===== config.mk =====
export PLATFORM = sky130hd
export DESIGN_NAME = pe_dbuf_shared_bus
export DESIGN_NICKNAME = d
export VERILOG_FILES = /design/src/rtl/pe_dbuf_shared_bus.sv
export SDC_FILE = /design/constraint.sdc
export NUM_CORES = 1
export LEC_CHECK = 0
export BUFFER_PORTS_ARGS = -buffer_cell sky130_fd_sc_hd__buf_2
export CORE_ASPECT_RATIO = 1.2
export CORE_MARGIN = 5
export CORE_UTILIZATION = 45
export CTS_BUF_LIST = sky130_fd_sc_hd__clkbuf_16
export CTS_CLUSTER_SIZE = 20
export DETAILED_ROUTE_END_ITERATION = 16
export HOLD_SLACK_MARGIN = 0.1
export PLACE_DENSITY_LB_ADDON = 0.25
export SLEW_MARGIN = 25
export SYNTH_ARGS = -nofsm -noshare
export SYNTH_HDL_FRONTEND = slang
export SYNTH_SLANG_ARGS = --single-unit

===== constraint.sdc =====
create_clock -name clk_i -period 4.6 [get_ports clk_i]
set_input_delay 0.92 -clock clk_i [delete_from_list [all_inputs] [get_ports clk_i]]
set_output_delay 0.92 -clock clk_i [all_outputs]
set_load 0.005 [all_outputs]

===== src/rtl/pe_dbuf_shared_bus.sv =====
// Systolic-array PE: shared B/partial-sum bus, shadow+active weight, op code carried with data.
// Optional macro PE_SAT_EN: saturate COMPUTE overflow instead of wrapping.
module pe_dbuf_shared_bus #(
    parameter int A_W  = 8,
    parameter int B_W  = 8,
    parameter int PS_W = 16
) (
    input  logic            clk_i,
    input  logic            reset_n_i,
    input  logic            valid_i,
    input  logic [1:0]      op_i,
    input  logic [A_W-1:0]  a_i,
    input  logic [PS_W-1:0] bps_i,
    input  logic            ovf_clr_i,
    output logic            valid_o,
    output logic [1:0]      op_o,
    output logic [A_W-1:0]  a_o,
    output logic [PS_W-1:0] bps_o,
    output logic            ovf_o
);

    typedef enum logic [1:0] {
        OP_NOP     = 2'b00,
        OP_LOAD_B  = 2'b01,
        OP_COMPUTE = 2'b10,
        OP_SWAP    = 2'b11
    } op_t;

    logic [B_W-1:0]         shadow_b;
    logic [B_W-1:0]         active_b;
    logic signed [A_W+B_W-1:0] prod;
    logic signed [PS_W:0]   sum;
    logic                   add_ovf;
    logic [PS_W-1:0]        result;
    logic                   is_compute;

    // The product always fits in A_W+B_W bits; one extra bit on the sum exposes add overflow.
    assign prod       = (A_W+B_W)'($signed(a_i)) * (A_W+B_W)'($signed(active_b));
    assign sum        = (PS_W+1)'(prod) + (PS_W+1)'($signed(bps_i));
    assign add_ovf    = sum[PS_W] ^ sum[PS_W-1];
    assign is_compute = valid_i && (op_t'(op_i) == OP_COMPUTE);

    always_comb begin
        result = sum[PS_W-1:0];
`ifdef PE_SAT_EN
        if (add_ovf) begin
            result = sum[PS_W] ? {1'b1, {(PS_W-1){1'b0}}} : {1'b0, {(PS_W-1){1'b1}}};
        end
`else
        result = sum[PS_W-1:0];
`endif
    end

    always_ff @(posedge clk_i or negedge reset_n_i) begin
        if (!reset_n_i) begin
            valid_o  <= 1'b0;
            op_o     <= '0;
            a_o      <= '0;
            bps_o    <= '0;
            ovf_o    <= 1'b0;
            shadow_b <= '0;
            active_b <= '0;
        end else begin
            valid_o <= valid_i;
            if (valid_i) begin
                op_o <= op_i;
                a_o  <= a_i;
                case (op_t'(op_i))
                    OP_NOP:     bps_o <= bps_i;
                    OP_LOAD_B: begin
                        shadow_b <= bps_i[B_W-1:0];
                        bps_o    <= PS_W'(bps_i[B_W-1:0]);
                    end
                    OP_COMPUTE: bps_o <= result;
                    OP_SWAP: begin
                        active_b <= shadow_b;
                        bps_o    <= '0;
                    end
                    default:    bps_o <= bps_i;
                endcase
            end
            // A fresh overflow takes priority over a clear in the same cycle.
            if (is_compute && add_ovf) begin
                ovf_o <= 1'b1;
            end else if (ovf_clr_i) begin
                ovf_o <= 1'b0;
            end
        end
    end

endmodule

# Word level (Yosys, flattened, before mapping)

Cells that the tools add are included.

Word-level logic and storage cells: 22
Bits of input ports: 30
Register bits: 44
Output and inout port bits: 28

Bitwise gates (word level): 1
Multiply operators: 1
$add $sub $neg: 1
Multiplexer cells: 3
Reduce and logical (&&, ||, !) cells: 6
Equality and inequality tests: 3

Operators by type and width:

| operator             | number |
|---|---|
| $pmux W16 S4         | 1 |
| $add A16 B16 Y17     | 1 |
| $mul A8 B8 Y16       | 1 |
| $eq A2 B2 Y1 const B | 2 |
| $reduce_and A2 Y1    | 2 |
| $eq A2 B1 Y1 const B | 1 |
| $logic_and A1 B1 Y1  | 2 |
| $logic_not A2 Y1     | 1 |
| $mux W1              | 2 |
| $reduce_bool A2 Y1   | 1 |
| $xor A1 B1 Y1        | 1 |

# Logic depth before layout (Yosys ltp)

Gate-level depths: netlist of the first run.

Word-level depth: 5
Depth in mapped cells: 19

# Worst setup path after synthesis of the first run

OpenSTA, ideal clock, no wires.

Path type: input to register
Start: in a_i[7]
End: reg ovf_o
Stages on the path: 16
Setup time: 136 ps
Path slack: -1,124 ps
Path buffers: 1
Arrival: 5,588 ps
Path through: clkbuf_1 > and2_1 > inv_1 > fa_1 > inv_1 > fa_1 > fa_1 > fa_1 > fa_1 > ha_1 > o21ai_1 > o211ai_2 > and4_4 > or3_4 > a211oi_2 > o41ai_2

Cells in the longest elaborated chain, start to end: 5
Elaborated cells between the ends (all ways): 6
Classes of those cells: 1 x add/sub; 1 x mul; 1 x mux; 1 x bitwise; 2 x reduce/logical

RTL lines:

| element                                       | line | text |
|---|---|---|
| from (decl)                                   | 12   | `input logic [A_W-1:0] a_i,` |
| $mul A8 B8 Y16 (*)                            | 38   | `assign prod = (A_W+B_W)'($signed(a_i)) * (A_W+B_W)'($signed(active_b));` |
| $add A16 B16 Y17 (*)                          | 39   | `assign sum = (PS_W+1)'(prod) + (PS_W+1)'($signed(bps_i));` |
| $xor A1 B1 Y1 (*)                             | 40   | `assign add_ovf = sum[PS_W] ^ sum[PS_W-1];` |
| $logic_and A1 B1 Y1 (*)                       | 83   | `if (is_compute && add_ovf) begin` |
| $mux W1 or $reduce_bool A2 Y1 (tied branches) | -    |  |
| to (signal assigned)                          | 60   | `ovf_o <= 1'b0;` |
| to (signal assigned)                          | 84   | `ovf_o <= 1'b1;` |
| to (signal assigned)                          | 86   | `ovf_o <= 1'b0;` |
| to (decl)                                     | 19   | `output logic ovf_o` |

Mark *: on every way between the ends. The rest lies on a longest branch, timed or not.
A chain may end at the register's enable or synchronous reset.

# Final worst setup path of the first run

Start: in a_i[7]
End: reg bps_o[14]

Cells in the longest elaborated chain, start to end: 3

RTL lines:

| element              | line | text |
|---|---|---|
| $mul A8 B8 Y16       | 38   |  |
| $add A16 B16 Y17     | 39   |  |
| $pmux W16 S4         | 68   | `case (op_t'(op_i))` |
| to (signal assigned) | 69   | `OP_NOP: bps_o <= bps_i;` |
| to (signal assigned) | 72   | `bps_o <= PS_W'(bps_i[B_W-1:0]);` |
| to (signal assigned) | 74   | `OP_COMPUTE: bps_o <= result;` |
| to (decl)            | 18   | `output logic [PS_W-1:0] bps_o,` |

No other way between the ends.

==> impl_results.md, run 1 <==
- Design Area, Final: roughly 6500 µm²
- Crit path kind: input pin to flip-flop
- RSZ-0062 raised after global routing: yes
- Critical R2R Launch: active_b[4]
- Final #Nets: 739
- Cell mode on critical path: fa_1
- Violated checks: negative setup slack
- Num CTS Buffers: 5
- Crit path max-delay cell type: fa_1
- Grt ovf: 0
- Drt total wl: 12.1 mm
- Data arrival, critical path: 5140 ps
- Cell taking the most area after synthesis: fa_1
- FP Rows: 41
- Setup TNS Final: -1480 ps
- Placed wire-length estimate: roughly 9.6 mm
- First-pass GRT wire length: 19.9 mm
- Fin Hold WS: about 480 ps
- CTS root buf: clkbuf_16
- Netlist cell types: 43
- Die width: around 110 µm
- Reg2reg path depth: 15
- Initial Util: 0.462
- Filler cells: 884
- CP Launch Type: input pin
- Most used DFF post-synth: dfrtp_1
- Status: finished with violations
- CP max stage delay: ~580 ps
- Post-route setup slack: -307 ps
- Worst setup endpoint: bps_o[14]
- Relative slew slack: 0.573
- Syn-to-layout area delta: 32.9%
- Seq/Total Area, Yosys: 0.225
- Syn Area/Cell: between 10 and 15 µm²
- Initial DRC count: 128
- Final setup viols: 8
- Final Skew: 4.67 ps
- Die area: 13100 µm²
- Final ANT Viol Nets: 0
- Core Footprint: 10600 µm²
- Post-Synthesis Cells: between 400 and 500
- Via density: 5.20
- Ant diodes: 0
- Vias in the first global route: 4232
- DR pass1 iterations: 4
- Clock sinks: 44
- Crit path launch: a_i[7]
- Mapped Area: roughly 4900 µm²
- Commonest non-fill, non-tap cells in the layout: inv_1 (78), buf_4 (71), fa_1 (70)
- Final cycle utilization of the critical path: 1.07
- Syn_nets: approximately 620
- Critical Path RT: 4830 ps
- Synth top area share: 0.311
- # DRC: 0
- Post-synth EDFFs: 0
- Ranking of synthesized cells by area: fa_1 (31%), dfrtp_1 (23%), ha_1 (10%)
- Setup crit end kind: flip-flop
- Clock Latency Late Sink: just under 300 ps
- Yosys Warn Count: 0
- Most common cell after layout, fill and taps aside: inv_1
- Routability congestion estimate: ~0.84
- Reg2Reg Capture Point: bps_o[14]
- DR WL/cell: 16.8 µm
- Crit Path Max Fanout: 5
- Share of cells above drive strength 1: 0.376
- Post-place instance area: 5800 µm²
- Height of the die: 124 µm
- FMAX: approximately 0.20 GHz
- Clock transition at the registers of the reported paths: 60 ps
- # hold bufs at CTS: 0
- Gr usage total: 0.191
- Vias: roughly 3800
- Final hold violations: 0
- CTS tree: done
- Crit path cell chain: buf_8, and2_4, buf_6, fa_1, fa_1, fa_1, fa_1, ha_1, ha_1, a21oi_2, nand2_1, o211a_1, o21a_1, or3_1, nand3_2
- Worst slew pin tran: between 600 and 700 ps
- CTS Buffer Depth: 2
- Fraction of registers with async set/reset: 1.00
- Largest net degree at the start of global routing: 45
- Pre-CTS setup slack: -812 ps
- Initial antenna violation count: 0
- # H-tree levels: 2
- Reg2reg setup slack: -160 ps
- Max-cap violations: 0
- Minimum clock period: 4910 ps
- Port Buffers: 57
- # IOs: 58
- Fin. max-slew vios: 0
- Hold WC Path Type: flip-flop to flip-flop
- #FFs+latches synth: 44
## flip-flops by register name, indices dropped and copies added (netlist names)
register / cells
shadow_b: 8
ovf_o: 1
a_o: 8
active_b: 8
bps_o: 16
valid_o: 1
op_o: 2
## through the flow
step                std cells  utilization
global route              724        0.614
CTS                       722        0.592
global placement          707        0.548
finish                    724        0.614
detailed placement        707        0.548
floorplan                 470            -
## logic make-up (layout without fill, tap and decap cells)
kind of cell	after synthesis	after routing	share of synthesized area
compound gates	62	62	0.0894
xor+xnor	10	10	0.0179
mux	26	26	0.0589
flops	44	44	0.225
buf+inv	95	220	0.0730
simple gates	118	118	0.124
fa+ha+maj	115	115	0.411
## synth_stat cells, types with 6 or more instances
cell       instances
a21oi_1           14
and2_1            32
clkbuf_1          13
dfrtp_1           44
fa_1              76
ha_1              39
inv_1             82
mux2_2            22
nand2_1           37
nand2b_1           6
nor2_1            18
nor2b_1            8
o21ai_0           16
o2bb2ai_1          6
xnor2_1            9
## metal layers
| layer | share of wire | track usage | wire (µm) |
|---|---|---|---|
| met5 | 0 | 0 | 0 |
| met4 | 0.028 | 0.0671 | 335 |
| met3 | 0.023 | 0.0223 | 278 |
| met2 | 0.56 | 0.362 | 6840 |
| met1 | 0.39 | 0.221 | 4690 |
## worst max-delay path, delay by kind of cell
kind                       cells  cell delay [ps]
buffers and inverters          2              230
and+or+nand+nor                4              740
adders and majority gates      6             2640
AOI/OAI and AO/OA              3              600
## worst min path at each step
stage	startpoint	slack, ps	end	cells after the start
finish	shadow_b[2]	480	shadow_b[2]	2
global route	bps_o[9]	510	bps_o[9]	1
CTS	shadow_b[2]	490	shadow_b[2]	2
detailed placement	shadow_b[2]	470	shadow_b[2]	2
global placement	shadow_b[7]	460	shadow_b[7]	2
floorplan	shadow_b[1]	450	shadow_b[1]	2
## final cells by class
cell class              count  area [µm²]  area share
multi-input cells         331        3820       0.589
flip-flops and latches     44        1100       0.170
repair buffers            130         935       0.144
inverters                  82         308      0.0474
well taps                 129         161      0.0249
clock buffers               5         125      0.0193
clock inverters             3        38.8     0.00597
## timing repair
action	in CTS	in global routing
buffers inserted	6	3
cloned	1	0
setup endpoints to repair	10	10
gates resized for setup	46	41
endpoints found under the hold margin	0	0
pin swaps	31	32
Power of run 1 is left out: the tool's default activity adds up to more than one toggle a clock period on the data nets, which glitch-free logic cannot reach.
==> run 2, diff against run 1 <==
--- a/config.mk
+++ b/config.mk
@@ -13,6 +13,7 @@
 export CTS_CLUSTER_SIZE = 20
 export DETAILED_ROUTE_END_ITERATION = 16
 export HOLD_SLACK_MARGIN = 0.1
+export MAX_ROUTING_LAYER = met4
 export PLACE_DENSITY_LB_ADDON = 0.25
 export SLEW_MARGIN = 25
 export SYNTH_ARGS = -nofsm -noshare
==> impl_results.md, run 2 (synthesis gave the netlist of run 1 again) <==
- Height of the die: 124 µm
- Worst slew pin tran: approximately 620 ps
- Final Skew: 5.86 ps
- Vias: 3782
- Port Buffers: 57
- # hold bufs at CTS: 0
- Reg with most FFs: bps_o
- # H-tree levels: 2
- Post-layout util: 0.614
- Routability congestion estimate: 0.858
- Max reg flops: 16
- Crit path kind: input pin to flip-flop
- Clock transition at the registers of the reported paths: 60 ps
- Clock sinks: 44
- Violated checks: negative setup slack
- Commonest non-fill, non-tap cells in the layout: inv_1 (78), buf_4 (71), fa_1 (70)
- Gr usage total: 0.196
- Fin Hold WS: 486 ps
- DR WL/cell: 16.8 µm
- Fin. max-slew vios: 0
- Vias in the first global route: 4234
- Post-route setup slack: -317 ps
- Grt ovf: 0
- Max-cap violations: 0
- # DRC: 0
- Minimum clock period: 4920 ps
- Drt total wl: between 10 and 15 mm
- Critical Path RT: 4830 ps
- Largest net degree at the start of global routing: 45
- Syn-to-layout area delta: 32.9%
- FP Rows: 41
- Design Area, Final: 6490 µm²
- CTS root buf: clkbuf_16
- Initial DRC count: 156
- Core Footprint: 10600 µm²
- Setup crit end kind: flip-flop
- Initial Util: 0.462
- # IOs: 58
- RSZ-0062 raised after global routing: yes
- Final #Nets: about 740
- Final hold violations: 0
- FMAX: around 0.2 GHz
- Via density: 5.22
- First-pass GRT wire length: 19.9 mm
- CTS tree: done
- Relative slew slack: 0.584
- Data arrival, critical path: 5140 ps
- Ant diodes: 0
- CTS Buffer Depth: 2
- Status: finished with violations
- Final setup viols: 8
- CP Launch Type: input pin
- Share of cells above drive strength 1: 0.376
- Clock Latency Late Sink: 290 ps
- Die width: between 100 and 150 µm
- Most common cell after layout, fill and taps aside: inv_1
- Placed wire-length estimate: 9.56 mm
- Initial antenna violation count: 0
- Crit Path Max Fanout: 5
- Num CTS Buffers: 5
- Post-place instance area: 5800 µm²
- Die area: ~13000 µm²
- Hold WC Path Type: flip-flop to flip-flop
- Pre-CTS setup slack: -812 ps
- Final cycle utilization of the critical path: 1.07
- DR pass1 iterations: 4
- Final ANT Viol Nets: 0
## run 2: cell counts in the layout (fill, tap and decap cells not counted)
Identical to the previous run, type by type.
## run 2: final timing paths
check	start	to	slack, ps	cells past startpoint
max	a_i[7]	bps_o[14]	-320	15
min	shadow_b[2]	shadow_b[2]	490	2
max reg2reg	active_b[4]	bps_o[14]	-170	15
min reg2reg	shadow_b[2]	shadow_b[2]	490	2
max in group asynchronous	reset_n_i	active_b[5]	3580	1
min in group asynchronous	reset_n_i	bps_o[1]	620	1
## run 2: final cells by class
class | count | area [µm²]
Clock inverter | 3 | 38.8
Inverter | 82 | 308
Tap cell | 129 | 161
Multi-Input combinational cell | 331 | 3820
Timing Repair Buffer | 130 | 935
Clock buffer | 5 | 125
Sequential cell | 44 | 1100
Fill cell | 884 | 4080
## run 2: timing repair
item / in CTS / in global routing
gates cloned: 1 / 0
pin swaps: 31 / 32
endpoints found under the setup margin: 10 / 10
buffers inserted: 6 / 3
resized for setup: 46 / 41
## run 2: worst max-delay path, stage by stage
cell	delay [ps]
buf_8	100
and2_4	170
buf_6	130
fa_1	520
fa_1	450
fa_1	570
fa_1	460
ha_1	300
ha_1	340
a21oi_2	170
nand2_1	130
o211a_1	250
o21a_1	180
or3_1	360
nand3_2	80
## run 2: through the flow
stage	setup TNS, ps	instances
2_1_floorplan	-2890	470
3_3_place_gp	-5140	707
3_5_place_dp	-5770	707
4_1_cts	-2200	722
5_1_grt	-2490	724
6_report	-1480	724
## run 2: routing by layer
layer  vias to the layer above  wire length (µm)  track usage
met3                        29               340       0.0213
met2                        76              6860        0.363
met5                         -                 0            -
met1                      1925              4610        0.222
li1                       1752                 -            -
met4                         0               327       0.0671
Power of run 2 is left out for the same reason.
==> run 3, diff against run 2 <==
--- a/config.mk
+++ b/config.mk
@@ -5,6 +5,7 @@
 export SDC_FILE = /design/constraint.sdc
 export NUM_CORES = 1
 export LEC_CHECK = 0
+export ABC_AREA = 1
 export BUFFER_PORTS_ARGS = -buffer_cell sky130_fd_sc_hd__buf_2
 export CORE_ASPECT_RATIO = 1.2
 export CORE_MARGIN = 5
==> impl_results.md, run 3 <==
- Final cycle utilization of the critical path: 1.01
- Post-Synthesis Cells: 632
- Grt ovf: 0
- Fin Hold WS: 465 ps
- Pre-CTS setup slack: -451 ps
- Ranking of synthesized cells by area: fa_1 (30%), dfrtp_1 (21%), nand2_1 (13%)
- Synth top area share: 0.296
- Largest net degree at the start of global routing: 45
- Crit path kind: input pin to flip-flop
- Final #Nets: between 800 and 900
- Worst slew pin tran: about 620 ps
- Max reg flops: 16
- Seq/Total Area, Yosys: 0.214
- CTS root buf: clkbuf_16
- Clock sinks: 44
- Fraction of registers with async set/reset: 1.00
- Post-synth top cells: nand2_1 (174), inv_1 (148), fa_1 (76)
- Num CTS Buffers: 5
- Syn-to-layout area delta: 30.5%
- Post-place instance area: ~6200 µm²
- CTS tree: done
- Crit path launch: a_i[0]
- Cell mode on critical path: fa_1
- Netlist cell types: 29
- First-pass GRT wire length: ~22 mm
- Reg2reg path depth: 18
- Final ANT Viol Nets: 0
- Simple-gate share of the synthesized area: 0.206
- Relative slew slack: 0.588
- Final hold violations: 0
- Die width: 108 µm
- Crit path cell chain: buf_8, or2_4, fa_1, fa_1, inv_2, fa_1, fa_1, fa_1, ha_4, nand2_2, nand2_2, nor2_4, inv_2, nand2_1, nand3_2, nand2_1, nand3_2, nand3_2, nand2_1
- Critical R2R Launch: active_b[3]
- Final setup viols: 4
- Vias: 4345
- Syn Area/Cell: approximately 8.1 µm²
- Height of the die: between 100 and 150 µm
- Final Skew: between 5 and 6 ps
- Reg with most FFs: bps_o
- Via density: 4.88
- Commonest non-fill, non-tap cells in the layout: nand2_1 (145), inv_1 (136), fa_1 (70)
- CP Launch Type: input pin
- Reg2Reg Capture Point: ovf_o
- Violated checks: negative setup slack
- Multiplexer area fraction after synthesis: 0
- # DRC: 0
- RSZ-0062 raised after global routing: yes
- # H-tree levels: 2
- CTS Buffer Depth: 2
- Cell taking the most area after synthesis: fa_1
- Initial Util: 0.463
- Ant diodes: 0
- Hold Path Depth: 2
- Minimum clock period: approximately 4700 ps
- Crit Path Max Fanout: 5
- Core Footprint: ~11000 µm²
- Max-cap violations: 0
- Die area: 13700 µm²
- Status: finished with violations
- Most common cell after layout, fill and taps aside: nand2_1
- Fraction of the mapped netlist area in adder cells: 0.391
- Hold WC Path Type: flip-flop to flip-flop
- Share of cells above drive strength 1: 0.322
- Design Area, Final: 6700 µm²
- Syn_nets: 777
- # IOs: 58
- Worst setup endpoint: ovf_o
- Post-synthesis xor/xnor area fraction: 0.00170
- FMAX: roughly 0.21 GHz
- Critical Path RT: 4790 ps
- Initial antenna violation count: 0
- Crit path max-delay cell type: fa_1
- Mapped Area: 5140 µm²
- DR WL/cell: 14.5 µm
- Largest family of logic cells by synthesized area: adder cells
- Post-synth EDFFs: 0
- Finished Layout Cells: 891
- Clock transition at the registers of the reported paths: 60 ps
- Reg2reg setup slack: 110 ps
- CP max stage delay: ~530 ps
- Data arrival, critical path: 4840 ps
- Yosys Warn Count: 0
- Clock Latency Late Sink: about 300 ps
- Filler cells: around 1000
- Gr usage total: 0.205
- Top-count cell post-synth: nand2_1
- DR pass1 iterations: 4
- Setup crit end kind: flip-flop
- Drt total wl: roughly 13 mm
- Vias in the first global route: 4717
- FP Rows: 42
- Routability congestion estimate: 0.928
- Placed wire-length estimate: 10.6 mm
- Post-route setup slack: -55.6 ps
- Fin. max-slew vios: 0
- Dpl cells: 875
- Most used DFF post-synth: dfrtp_1
- Synth Area in Compound Gates: 0.0575
- Port Buffers: 57
- #FFs+latches synth: 44
- Initial DRC count: 168
[run 3: cell count changes after synthesis, sizes merged, moves of 22 or more]
cell / change
nand2: +144
inv: +68
and2: -32
nand3: +23
mux2: -22
[run 3: kinds of logic (layout without fill, tap and decap cells)]
kind of cell | Yosys count | in the layout
and+or+nand+nor | 247 | 247
buffers and inverters | 175 | 280
adders and majority gates | 115 | 115
AOI/OAI and AO/OA | 50 | 50
DFF | 44 | 44
xor gates and xnor gates | 1 | 1
[run 3: worst min-delay path by stage]
stage                 from      to  slack (ps)
floorplan           a_o[0]  a_o[0]         470
global placement    a_o[0]  a_o[0]         450
detailed placement  a_o[0]  a_o[0]         450
CTS                 a_o[0]  a_o[0]         470
global route        a_o[7]  a_o[7]         500
finish              a_o[0]  a_o[0]         470
[run 3: per-layer routing]
metal,vias to the layer above,part of all wire,track usage
met5,-,0,-
met4,0,0.036,0.0736
met3,33,0.029,0.0207
met2,88,0.56,0.379
met1,2149,0.38,0.226
li1,2075,-,-
[run 3: worst max-delay path: cells and delay by family]
kind,cells,cell delay [ps]
adders and majority gates,6,2720
buffers and inverters,3,220
and+or+nand+nor,10,980
[run 3: final cells by class]
class	instances	area (µm²)	share of cell area
clock buffer	5	125	0.0187
clock inverter	3	18.8	0.00280
inverter	152	574	0.0857
multi-input combinational	413	3850	0.575
sequential	44	1100	0.164
tap	154	193	0.0287
timing repair buffer	120	837	0.125
[run 3: stage by stage]
step	util	setup TNS (ps)
CTS	0.574	-213
finish	0.605	-134
global placement	0.558	-2460
global route	0.605	-1200
detailed placement	0.558	-2870
floorplan	-	-987
[run 3: repair_timing]
| item | 4_1_cts | 5_1_grt |
|---|---|---|
| hold buffers | 0 | 0 |
| resized for setup | 11 | 77 |
| buffers inserted | 1 | 7 |
| pin swaps | 6 | 72 |
| endpoints found under the setup margin | 5 | 9 |
Power of run 3 is left out for the same reason.
